`config.mk`:
```
export PLATFORM = sky130hd
export DESIGN_NAME = prime_candidate_gen
export DESIGN_NICKNAME = d
export VERILOG_FILES = /design/src/rtl/rsa_pkg.sv /design/src/rtl/small_prime_rem.sv /design/src/rtl/prime_candidate_gen.sv
export SDC_FILE = /design/constraint.sdc
export NUM_CORES = 1
export LEC_CHECK = 0
export CELL_PAD_IN_SITES_DETAIL_PLACEMENT = 0
export CELL_PAD_IN_SITES_GLOBAL_PLACEMENT = 2
export CORE_AREA = 2 2 409 411
export DETAILED_ROUTE_END_ITERATION = 10
export DIE_AREA = 0 0 411 413
export DONT_BUFFER_PORTS = 1
export GPL_ROUTABILITY_DRIVEN = 1
export HOLD_SLACK_MARGIN = 0.02
export PLACE_DENSITY = 0.42
export RECOVER_POWER = 25
export SYNTH_ARGS = -nofsm -noshare
export SYNTH_HDL_FRONTEND = slang
export SYNTH_SLANG_ARGS = --single-unit
```
`constraint.sdc`:
```
create_clock -name aclk -period 4.4 [get_ports aclk]
set_input_delay 0.66 -clock aclk [delete_from_list [all_inputs] [get_ports aclk]]
set_output_delay 0.66 -clock aclk [all_outputs]
set_load 0.01 [all_outputs]
```
`src/rtl/rsa_pkg.sv`:
```
// Shared definitions for the RSA prime-search datapath: the candidate
// generator state encoding, the sieve prime table and the remainder width.
package rsa_pkg;

   localparam int REM_W = 6;

   typedef logic [REM_W-1:0] rem_t;

   typedef enum logic [1:0] {
      ST_IDLE  = 2'd0,
      ST_SIEVE = 2'd1,
      ST_CHECK = 2'd2,
      ST_OUT   = 2'd3
   } state_e;

   // First 16 odd primes; lane i of the sieve divides by SMALL_PRIMES[i].
   localparam rem_t SMALL_PRIMES [0:15] = '{
      6'd3,  6'd5,  6'd7,  6'd11, 6'd13, 6'd17, 6'd19, 6'd23,
      6'd29, 6'd31, 6'd37, 6'd41, 6'd43, 6'd47, 6'd53, 6'd59
   };

endpackage

```
`src/rtl/small_prime_rem.sv`:
```
// One sieve lane: bit-serial (MSB first) remainder of the candidate modulo a
// constant small prime p. After WIDTH enabled steps rem_o holds cand mod p.
module small_prime_rem
   import rsa_pkg::*;
(
   input  logic clk_i,
   input  logic rst_ni,
   input  logic clear_i,
   input  logic enable_i,
   input  logic bit_i,
   input  rem_t p_i,
   output rem_t rem_o
);

   logic [REM_W:0] t;
   rem_t           rem_q;
   rem_t           rem_d;

   // Long-division step: t = 2*r + bit, subtract p once if t reached it
   always_comb begin
      t     = {rem_q, bit_i};
      rem_d = rem_q;
      if (clear_i) begin
         rem_d = '0;
      end else if (enable_i) begin
         if (t >= {1'b0, p_i}) begin
            rem_d = rem_t'(t - {1'b0, p_i});
         end else begin
            rem_d = rem_t'(t);
         end
      end
   end

   // Remainder register
   always_ff @(posedge clk_i or negedge rst_ni) begin
      if (!rst_ni) begin
         rem_q <= '0;
      end else begin
         rem_q <= rem_d;
      end
   end

   assign rem_o = rem_q;

endmodule

```
`src/rtl/prime_candidate_gen.sv`:
```
// Prime candidate generator: pops raw RNG words, forces MSB and LSB to 1,
// trial-divides by the first NUM_SMALL odd primes and forwards survivors
// over a valid/ready handshake.
// Build option: define PRIME_SIEVE_EN to build the trial-division sieve;
// without it every conditioned word is forwarded and rejected_cnt is 0.
module prime_candidate_gen
   import rsa_pkg::*;
#(
   parameter int WIDTH     = 512,
   parameter int NUM_SMALL = 16
) (
   input  logic             aclk,
   input  logic             aresetn,
   input  logic [WIDTH-1:0] rnd_data,
   input  logic             rnd_empty,
   output logic             rnd_rd_en,
   output logic [WIDTH-1:0] cand_data,
   output logic             cand_valid,
   input  logic             cand_ready,
   output logic [15:0]      rejected_cnt
);

   if (WIDTH < 16 || NUM_SMALL < 1 || NUM_SMALL > 16) begin : g_param_err
      $error("prime_candidate_gen: illegal WIDTH or NUM_SMALL");
   end

   // MSB forced so the candidate is full width (and > 59), LSB forced odd.
   localparam logic [WIDTH-1:0] COND_MASK = {1'b1, {(WIDTH-2){1'b0}}, 1'b1};

`ifdef PRIME_SIEVE_EN
   localparam state_e POP_NEXT = ST_SIEVE;
`else
   localparam state_e POP_NEXT = ST_OUT;
`endif

   state_e           state_q;
   state_e           state_d;
   logic             pop;
   logic             xfer;
   logic [WIDTH-1:0] word_cond;
   logic [WIDTH-1:0] cand_data_q;
   logic             cand_valid_q;

   assign word_cond = rnd_data | COND_MASK;
   assign pop       = rnd_rd_en;
   assign xfer      = (state_q == ST_OUT) && cand_ready;

`ifdef PRIME_SIEVE_EN
   localparam int CNT_W = $clog2(WIDTH);

   logic [WIDTH-1:0]     cand_q;
   logic [WIDTH-1:0]     shreg_q;
   logic [CNT_W-1:0]     cnt_q;
   logic [15:0]          rej_cnt_q;
   logic                 sieve_en;
   logic                 sieve_last;
   logic                 any_zero;
   logic [NUM_SMALL-1:0] lane_zero;

   assign sieve_en   = (state_q == ST_SIEVE);
   assign sieve_last = (cnt_q == CNT_W'(WIDTH - 1));
   assign any_zero   = |lane_zero;

   for (genvar i = 0; i < NUM_SMALL; i++) begin : g_lane
      rem_t rem;
      small_prime_rem u_rem (
         .clk_i    (aclk),
         .rst_ni   (aresetn),
         .clear_i  (pop),
         .enable_i (sieve_en),
         .bit_i    (shreg_q[WIDTH-1]),
         .p_i      (SMALL_PRIMES[i]),
         .rem_o    (rem)
      );
      assign lane_zero[i] = (rem == '0);
   end

   // Capture the candidate, shift it out MSB first and count sieve steps
   always_ff @(posedge aclk or negedge aresetn) begin
      if (!aresetn) begin
         cand_q  <= '0;
         shreg_q <= '0;
         cnt_q   <= '0;
      end else if (pop) begin
         cand_q  <= word_cond;
         shreg_q <= word_cond;
         cnt_q   <= '0;
      end else if (sieve_en) begin
         shreg_q <= shreg_q << 1;
         cnt_q   <= cnt_q + 1'b1;
      end
   end

   // Count candidates that a small prime divides (wraps at 16 bits)
   always_ff @(posedge aclk or negedge aresetn) begin
      if (!aresetn) begin
         rej_cnt_q <= '0;
      end else if (state_q == ST_CHECK && any_zero) begin
         rej_cnt_q <= rej_cnt_q + 16'd1;
      end
   end

   assign rejected_cnt = rej_cnt_q;

   // Load the output register when a candidate survives the sieve
   always_ff @(posedge aclk or negedge aresetn) begin
      if (!aresetn) begin
         cand_data_q  <= '0;
         cand_valid_q <= 1'b0;
      end else if (state_q == ST_CHECK && !any_zero) begin
         cand_data_q  <= cand_q;
         cand_valid_q <= 1'b1;
      end else if (xfer) begin
         cand_valid_q <= 1'b0;
      end
   end
`else
   assign rejected_cnt = 16'd0;

   // Load the output register directly from the popped, conditioned word
   always_ff @(posedge aclk or negedge aresetn) begin
      if (!aresetn) begin
         cand_data_q  <= '0;
         cand_valid_q <= 1'b0;
      end else if (pop) begin
         cand_data_q  <= word_cond;
         cand_valid_q <= 1'b1;
      end else if (xfer) begin
         cand_valid_q <= 1'b0;
      end
   end
`endif

   assign cand_data  = cand_data_q;
   assign cand_valid = cand_valid_q;

   // FSM state register
   always_ff @(posedge aclk or negedge aresetn) begin
      if (!aresetn) begin
         state_q <= ST_IDLE;
      end else begin
         state_q <= state_d;
      end
   end

   // FSM next-state logic
   always_comb begin
      state_d = state_q;
      case (state_q)
         ST_IDLE:  if (!rnd_empty) state_d = POP_NEXT;
`ifdef PRIME_SIEVE_EN
         ST_SIEVE: if (sieve_last) state_d = ST_CHECK;
         ST_CHECK: state_d = any_zero ? ST_IDLE : ST_OUT;
`endif
         ST_OUT:   if (cand_ready) state_d = ST_IDLE;
         default:  state_d = ST_IDLE;
      endcase
   end

   // FSM outputs: pop the FIFO in the same cycle a word is accepted in IDLE
   always_comb begin
      rnd_rd_en = aresetn && (state_q == ST_IDLE) && !rnd_empty;
   end

endmodule

```
After elaboration in Yosys (flattened, before gate mapping)

Cells that the tools add are included.

Output and inout port bits: 530
Bits in registers: 515
Input port bits: 516

Reductions and logical operators: 7
Muxes and demuxes: 5
Equal/unequal tests: 3

Operator list:

| operator           | count |
|---|---|
| $mux 2             | 2 |
| $ne 2x2->1 const B | 2 |
| $pmux 2 s2         | 1 |
| $logic_and 1x1->1  | 3 |
| $eq 2x2->1 const B | 1 |
| $logic_not 2->1    | 1 |
| $mux 1             | 2 |
| $reduce_and 2->1   | 1 |
| $reduce_bool 2->1  | 1 |
| $logic_not 1->1    | 1 |

Logic depth before layout (Yosys ltp)

Gate-level depths: netlist of the first run.

Depth in word-level cells: 4
Depth in mapped cells: 5
Gate-level depth less buffers: 3

Worst setup path after synthesis of the first run

Ideal clock, no wire load.

Path kind: input port to output port
Start: input port rnd_empty
End: output port rnd_rd_en
Cell stages on the path: 4
Path slack: 2420 ps
Arrival: 1320 ps
Data required time: 3740 ps
Cells stage by stage: nor3b_2 > buf_6 > buf_12 > buf_12

Cells in the longest elaborated chain, start to end: 2

RTL lines:

| item              | RTL line                   | source |
|---|---|---|
| from (decl)       | prime_candidate_gen.sv:15  | `input logic rnd_empty,` |
| $logic_not 1->1   | prime_candidate_gen.sv:162 | `rnd_rd_en = aresetn && (state_q == ST_IDLE) && !rnd_empty;` |
| $logic_and 1x1->1 | prime_candidate_gen.sv:162 |  |
| to (decl)         | prime_candidate_gen.sv:16  | `output logic rnd_rd_en,` |

No other way between the ends.

Worst setup path in the final report of the first run

Start: register state_q[0]
End: output port rnd_rd_en

Cells in the longest elaborated chain, start to end: 3

RTL lines:

| item                           | RTL line                   | source |
|---|---|---|
| from (decl)                    | prime_candidate_gen.sv:36  | `state_e state_q;` |
| from (signal assigned)         | prime_candidate_gen.sv:142 | `state_q <= state_d;` |
| $logic_not 2->1                | prime_candidate_gen.sv:162 |  |
| $logic_and 1x1->1 (2 in a row) | prime_candidate_gen.sv:162 |  |

No other way between the ends.

==> results of run 1 <==
[cells in the mapped netlist]
cell type,count,area (um2)
mux2_2,100,1130
buf_6,1,11.3
or2_2,1,6.26
conb_1,1,3.75
a21oi_1,1,5.00
mux2_4,410,6160
dfrtp_1,513,12800
mux2i_1,1,10.0
buf_4,20,150
inv_1,2,7.51
nor3b_2,1,12.5
o22ai_1,1,6.26
buf_12,53,1060
[worst reg2reg max path, cell delays in order, from the launching register on]
cell     delay, ns
dfrtp_1       0.44
nor3b_4       0.31
buf_12        0.31
buf_12        0.67
mux2_4        0.45
[where the power goes]
part           total [mW]  leakage (nW)  switching [mW]  internal, mW
registers            7.57          6.05            1.75          5.82
clock network        5.13          1.00            2.16          2.97
logic                1.79          3.47           0.426          1.36
total                14.5          10.5            4.34          10.2
[flip-flops by register name (all words and copies together), names as in the netlist]
name / cells
cand_valid: 1
state_q: 1
cand_data: 511
[cell type report]
type,instances,area [um2]
diodes,6,15.0
fillers,18200,141000
inverters,2,7.51
clock inverters,28,248
flip-flops and latches,513,12800
well taps,2204,2760
repair buffers,17,195
clock buffers,86,1770
multi-input cells,531,7390
[stage by stage]
step / worst slack [ns] / hold slack [ns] / area (um2) / power, mW
after floorplan: 2.42 / 0.364 / 21400 / 8.72
after global placement: 1.77 / 0.386 / 23200 / 9.48
after detailed placement: 1.76 / 0.383 / 23200 / 9.49
after CTS: 1.57 / -0.382 / 25200 / 14.8
after global routing: 1.51 / -0.377 / 25200 / 15.2
final: 1.71 / -0.283 / 25200 / 14.5
[metal layers]
metal | part of all wire (%) | track usage, % | vias up
met2 | 52 | 14.1 | 607
li1 | - | - | 3897
met1 | 34 | 8.27 | 5074
met3 | 12 | 4.24 | 141
met5 | 0.018 | 0 | -
met4 | 2.9 | 2.55 | 2
[logic make-up after synthesis]
family / count (synthesis)
DFF: 513
muxes: 511
buffers and inverters: 76
AOI/OAI and AO/OA: 2
and+or+nand+nor: 2
other: 1
[cells in the final DEF (no fill, tap or decap), drive strengths merged]
cell type,count
diode,6
dlygate4sd3,2
inv,5
buf,15
nor3b,1
a21oi,1
conb,16
o22ai,1
clkinv,19
clkbuf,86
bufinv,3
mux2i,1
dfrtp,513
clkinvlp,3
mux2,510
or2,1
[worst paths after layout]
| check | from | slack, ns | cells past startpoint | end |
|---|---|---|---|---|
| setup / recovery | state_q[0] | 1.71 | 3 | rnd_rd_en |
| hold reg to reg | state_q[0] | 0.57 | 1 | cand_valid |
| max in group asynchronous | aresetn | 3.40 | 0 | cand_data[402] |
| min in group aclk | rnd_data[126] | 0.13 | 1 | cand_data[126] |
| hold / removal | aresetn | -0.28 | 0 | cand_data[236] |
| setup reg to reg | state_q[0] | 2.12 | 4 | cand_data[360] |
==> out/summary.txt, run 1 <==
status - finished, violations left
failing checks - hold timing, slew limit
initial core utilization - 12.9%
post-synthesis cell area - 21,400 um2
FP Rows - 150
Final Critical Period - 2.69 ns
CP max stage delay - 0.44 ns
clk root buf - clkbuf_16
clock latency at the later pin of the worst-skew pair - 0.67 ns
clk buf depth - 3
non-filler cells, final - 3,387
Fmax - 0.372 GHz
final net count - 1,642
adder-cell share of the synthesized area - 0%
max-cap violations - 0
fin crit share - 61.1%
final WL - 73,700 um
Worst slew margin - -8.61%
Core Footprint - 166,000 um2
max-slew violation count - 89
GRT Total Usage - 8.07%
Fin. Hold Viols - 387
synthesis-stage register bit count - 513
vias after detailed routing - 9,721
worst hold margin - -0.283 ns
global route overflow - 0
sequential fraction of the synthesis area - 60.0%
die height - 413 um
layout cells sized above 1 - 53.6%
Post-Synth XOR/XNOR Area - 0%
PwrDens - 574 nW/um2
main combinational cell family by area after synthesis - multiplexers
DR pass1 iterations - 4
number of buffers created by CTS - 61
top-level I/O count - 1,046
CTS tree - built
Synth Area in Compound Gates - 0.0526%
vias in the first global route - 10,600
clk sinks - 513
RSZ-0062 raised after global routing - no
syn avg cell area - 19.4 um2
die area - 170,000 um2
Largest delay share family, worst path - buffers and inverters
Die X-Extent - 411 um
Final GP Congestion - 0.798
starting DRC count in detailed routing - 387
Post-Synthesis Cells - 1,105
largest net degree at the start of global routing - 516
initial antenna violation count - 30
cts repair resizes - 0
crit-path max FO - 31
Final HPWL DP - 56,500 um
crit-path cells - nor3b_4 > buf_12 > buf_4
CP Capture Type - output port
CP Launch Type - register
final count of negative-setup-slack endpoints - 0
mux share of post-synthesis cell area - 34.1%
Vias/cell - 2.87
CTS Hold Buffers Added - 2
CP bufs+invs - 2
Ys Warns - 0
setup_tns - 0 ns
Crit-path slowest cell - dfrtp_1
post-route ant nets - 0
Critical Path AT - 2.03 ns
Synth Area in Simple Gates - 0.0877%
Worst Tran Pin Value - 1.63 ns
Avg WL per Cell - 21.8 um
leakage - 10.5 nW
Setup Fix Bufs, Post-CTS - 0
WS Path Type - reg2out
PortBufs - 0
Netlist cell types - 13
first-pass GRT wire length - 95,700 um
synthesis-to-finish area growth - 17.9%
worst hold path class - in2async
Final Util - 15.2%
peak supply drop - 0.316 mV
Clock Pin Slew Worst Setup and Hold Paths - 0.06 ns
Inst Count DP - 3,265
clock skew - 0.0226 ns
worst path required time - 3.74 ns
Clock H-tree levels - 2
Residual DRC - 0
(Power assumes the default switching activity.)
==> run 2: changes to the inputs <==
--- a/config.mk
+++ b/config.mk
@@ -7,9 +7,9 @@
 export LEC_CHECK = 0
 export CELL_PAD_IN_SITES_DETAIL_PLACEMENT = 0
 export CELL_PAD_IN_SITES_GLOBAL_PLACEMENT = 2
-export CORE_AREA = 2 2 409 411
+export CORE_AREA = 2 2 411 413
 export DETAILED_ROUTE_END_ITERATION = 10
-export DIE_AREA = 0 0 411 413
+export DIE_AREA = 0 0 413 415
 export DONT_BUFFER_PORTS = 1
 export GPL_ROUTABILITY_DRIVEN = 1
 export HOLD_SLACK_MARGIN = 0.02
==> constraint.sdc (replaced) <==
create_clock -name aclk -period 2.8 [get_ports aclk]
set_input_delay 0.42 -clock aclk [delete_from_list [all_inputs] [get_ports aclk]]
set_output_delay 0.42 -clock aclk [all_outputs]
set_load 0.01 [all_outputs]
==> out/summary.txt, run 2 (synthesized netlist as in run 1, its figures left out) <==
Fin. Hold Viols - 513 (+33%)
Worst slew margin - 14.6% (+23 points)
Reg power frac - 49.1% (-3.1 points)
layout cells sized above 1 - 37.8% (-16 points)
Avg WL per Cell - 19.5 um (-10%)
clk root buf - clkbuf_16
reg-to-reg slack, setup - 0.86 ns (-1.26 ns)
top-level I/O count - 1,046 (unchanged)
Int Power - 17.1 mW (+69%)
Crit-path slowest cell - dfrtp_1
Clock H-tree levels - 3 (+1)
Sw Ratio - 29.4% (-0.50 points)
clock latency at the later pin of the worst-skew pair - 0.65 ns (-0.02 ns)
non-filler cells, final - 3,920 (+16%)
status - finished, violations left
Vias/cell - 3.00 (+4.7%)
clock skew - 0.0145 ns (-0.00814 ns)
CP max stage delay - 0.43 ns (about the same)
Die X-Extent - 413 um (+0.49%)
CP most frequent cell - buf_4
failing checks - hold timing
leakage - 12.8 nW (+22%)
commonest cells after routing, fill and taps aside - dfrtp_1 (513), dlygate4sd3_1 (513), mux2_4 (410)
crit-path cells - nor3b_4 > buf_4 > buf_12 > buf_4
worst hold margin - -0.524 ns (-0.241 ns)
fin crit share - 86.5%
Clock Pin Slew Worst Setup and Hold Paths - 0.07 ns (about the same)
Clock power frac - 36.5% (+1.1 points)
vias after detailed routing - 11,800 (+21%)
max-cap violations - 0 (unchanged)
die area - 171,000 um2 (+0.97%)
max-slew violation count - 0 (-100%)
die height - 415 um (+0.48%)
global route overflow - 0 (unchanged)
synthesis-to-finish area growth - 43.7%
setup_tns - 0 ns (unchanged)
initial core utilization - 12.8% (-0.058 points)
Final HPWL DP - 57,000 um (+0.91%)
Final GP Congestion - 0.806 (+1.0%)
Worst Tran Pin Value - 1.28 ns (-0.348 ns)
Critical Path AT - 2.00 ns (-0.03 ns)
DR pass1 iterations - 4 (unchanged)
Final Critical Period - 2.42 ns
FP Rows - 150 (unchanged)
peak supply drop - 0.440 mV (+39%)
number of buffers created by CTS - 66 (+8.2%)
CP bufs+invs - 3 (+1)
crit-path max FO - 38 (+23%)
Residual DRC - 0 (unchanged)
CP Capture Type - output port
cell depth of the worst setup path - 4 (+1)
clk buf depth - 3 (unchanged)
worst path required time - 2.38 ns (-1.36 ns)
Fmax - 0.413 GHz
max reg flops - 511 (unchanged)
initial antenna violation count - 25 (-17%)
worst flop-to-flop path startpoint - state_q[0]
PortBufs - 0 (unchanged)
largest net degree at the start of global routing - 516 (unchanged)
Inst Count DP - 3,278 (+0.40%)
CTS Hold Buffers Added - 513 (+511)
Core Footprint - 167,000 um2 (+0.45%)
reg2reg path depth - 5 (+1)
PwrDens - 789 nW/um2 (+37%)
first-pass GRT wire length - 105,000 um (+10%)
final WL - 76,400 um (+3.6%)
GRT Total Usage - 8.58% (+0.50 points)
Filler cells - 17,800 (-2.1%)
worst hold path class - in2async
Largest delay share family, worst path - buffers and inverters
end of the worst register-to-register path - cand_data[368]
WS Path Type - reg2out
Sequential cell area - 12,800 um2 (unchanged)
final net count - 2,171 (+32%)
CTS tree - built
post-route ant nets - 0 (unchanged)
Switch Pwr - 7.14 mW (+65%)
final count of negative-setup-slack endpoints - 0 (unchanged)
RSZ-0062 raised after global routing - no
CP Launch Type - register
area occupied by multi-input gates - 7390 um2 (unchanged)
Comb power frac - 14.4% (+2.1 points)
starting DRC count in detailed routing - 401 (+3.6%)
clk sinks - 513 (unchanged)
vias in the first global route - 13,800 (+30%)
-- run 2: changes by cell type in the layout (fill, tap and decap cells not counted), sizes merged, moves of 3 or more --
cell | previous run | this run
clkbuf | 86 | 93
clkinv | 19 | 12
bufinv | 3 | 6
diode | 6 | 13
dlygate4sd3 | 2 | 513
buf | 15 | 28
-- run 2: power groups by stage --
stage               combinational, mW  sequential, mW  clock (mW)
floorplan                        2.73            11.0           0
global placement                 2.75            12.2           0
detailed placement               2.85            12.1           0
CTS                              3.53            12.0        9.29
global route                     3.74            12.2        9.58
finish                           3.50            11.9        8.86
-- run 2: through the flow --
stage                     setup slack [ns]  hold WS [ns]  power [mW]  utilization [%]  cell area, um2
after floorplan                       1.28         0.124        13.7                -           21400
after global placement               0.564         0.147        14.9             14.0           23300
after detailed placement             0.550         0.146        15.0             14.0           23300
after CTS                            0.219        -0.617        24.8             18.4           30700
after global routing                 0.197        -0.614        25.5             18.4           30700
final                                0.377        -0.524        24.3             18.4           30700
-- run 2: how the worst max path moves through the flow --
stage | from | end
floorplan | rnd_empty | cand_data[487]
global placement | aresetn | cand_data[102]
detailed placement | aresetn | cand_data[31]
CTS | state_q[0] | rnd_rd_en
global route | state_q[0] | rnd_rd_en
finish | state_q[0] | rnd_rd_en
-- run 2: cell type report --
cell class                      count  area share, %
Tap cell                         2204           8.97
Clock buffer                       93           6.23
Timing Repair Buffer              541           17.8
Clock inverter                     23           1.06
Multi-Input combinational cell    531           24.0
Antenna cell                       13          0.106
Sequential cell                   513           41.8
Inverter                            2         0.0244
-- run 2: what timing repair did --
action,CTS,global route
gates resized for setup,0,0
hold endpoints to repair,1025,513
setup buffers,0,0
-- run 2: routing by layer --
metal | track usage, % | vias to the layer above | share of wire (%)
met5 | 0 | - | 0.017
met4 | 3.30 | 2 | 3.5
met3 | 4.93 | 129 | 13
met2 | 15.3 | 638 | 51
met1 | 8.00 | 6049 | 32
li1 | - | 4960 | -
-- run 2: worst reg2reg max path: stages (launching register included) --
cell	delay [ns]
dfrtp_1	0.43
nor3b_4	0.20
buf_4	0.19
buf_12	0.22
buf_12	0.43
mux2_4	0.35
==> patch, RTL diff (settings of run 2) <==
Set the parameter `WIDTH` to 256 (it was 512).
--- a/src/rtl/prime_candidate_gen.sv
+++ b/src/rtl/prime_candidate_gen.sv
@@ -7,5 +7,5 @@
    import rsa_pkg::*;
 #(
-   parameter int WIDTH     = 512,
+   parameter int WIDTH     = 256,
    parameter int NUM_SMALL = 16
 ) (
Ports: changed (resized cand_data and rnd_data); port bits go from 1046 to 534. No check against the original RTL was run, so the function may have changed too.
==> patch against run 2 <==
- the run still ends with hold timing left
- count of clock-buffer cells in the layout shrank 45
- total power shrank 53%
- cell area shrank 48%
- via count shrank 51%
- wire length shrank 62%
- setup slack gained 0.28 ns
- sequential cell count shrank 256
- non-clock buffer count shrank 277
- area after synthesis shrank 54%
- utilization shrank 8.9 points
- sequential share of layout area shrank 1.5 points
- final cell count shrank 22%
==> patch: results <==
[setup_path]
worstPathMaxFanout = 106
r2r-end = cand_data[65]
cp_top_family = flip-flops
crit_path_start = state_q[0]
r2r_cells = 4
arrival_ns = 1.73

[final_layout]
fin_area_um2 = 16000
fill_cells = 19000
clock_area_share_pct = 6.95
nets = 1094
buf_share_pct = 16.7
seq_cell_count = 257
sh_seq_area_pct = 40.3
nNonClkBuffers = 264
drive_gt1_share_pct = 36.8
largest_register_ff_count = 255
multi_input_area_share_pct = 18.6
multi_input_comb_cells = 275
nClkBuffers = 48
antennaDiodeCount = 9

[power_and_ir_drop]
sequentialPowerShare_pct = 50.4
powerClk_mw = 4.33
intPower_mw = 8.11
ir_drop_uv = 423
pg_seq_mw = 5.71

[clock_tree]
clock_latency_ns = 0.57
h-tree-depth = 2
numCtsBuffers = 34

[placed_design]
placed_cell_area_um2 = 12300
gp_congestion = 0.684
dp.cells = 2745
post-place-ws_ns = 0.553
dp_hpwl_mm = 20.2

[global_routing]
met2_usage_pct = 5.71
grt_pass1_wl_mm = 40.8
track_usage_pct = 3.21
met1_usage_pct = 2.63
antenna_found_initial = 7
use_met3_pct = 1.88
grt_max_degree = 260
grt_pass1_vias = 6760

[timing]
tightest_slew_ns = 0.728
period_share_pct = 76.7
clock_skew_ns = 0.0234
report.final.hold_viol_count = 257
holdWs_ns = -0.437

[detailed_routing]
wire_per_inst_um = 9.55
routed_via_density = 1.87
route.met3.wl_mm = 3.85
met2WireLength_mm = 14.7
drtIter0Drc = 207
wl_met1_mm = 9.05
top_layer = met4
num_vias = 5738

[run_status]
violations = hold timing
status = finished, violations left

[synth]
synth_common_cells = 257 x dfrtp_1, 254 x mux2_2, 24 x buf_4, 20 x buf_6, 2 x inv_1
ys_seq_area_share_pct = 65.9
[patch: changes by cell type in the layout (fill, tap and decap cells not counted), sizes merged]
cell / run 2 / this run
dfrtp: 513 / 257
dlygate4sd3: 513 / 257
mux2: 510 / 254
clkbuf: 93 / 48
buf: 28 / 7
clkinv: 12 / 6
bufinv: 6 / 1
diode: 13 / 9
inv: 5 / 4
[patch: kinds of logic after synthesis]
| kind of cell | after synthesis | share of synthesized area, % |
|---|---|---|
| other | 1 | 0.0384 |
| buffers and inverters | 47 | 4.28 |
| flip-flops | 257 | 65.9 |
| AND/OR/NAND/NOR | 2 | 0.192 |
| multiplexers | 255 | 29.4 |
| AO/OA/AOI/OAI | 2 | 0.115 |
[patch: worst reg2reg max path, cell delays in order, from the launching register on]
cell	delay, ns
dfrtp_1	0.42
nor3b_4	0.29
buf_12	0.23
buf_12	0.46
mux2_2	0.43
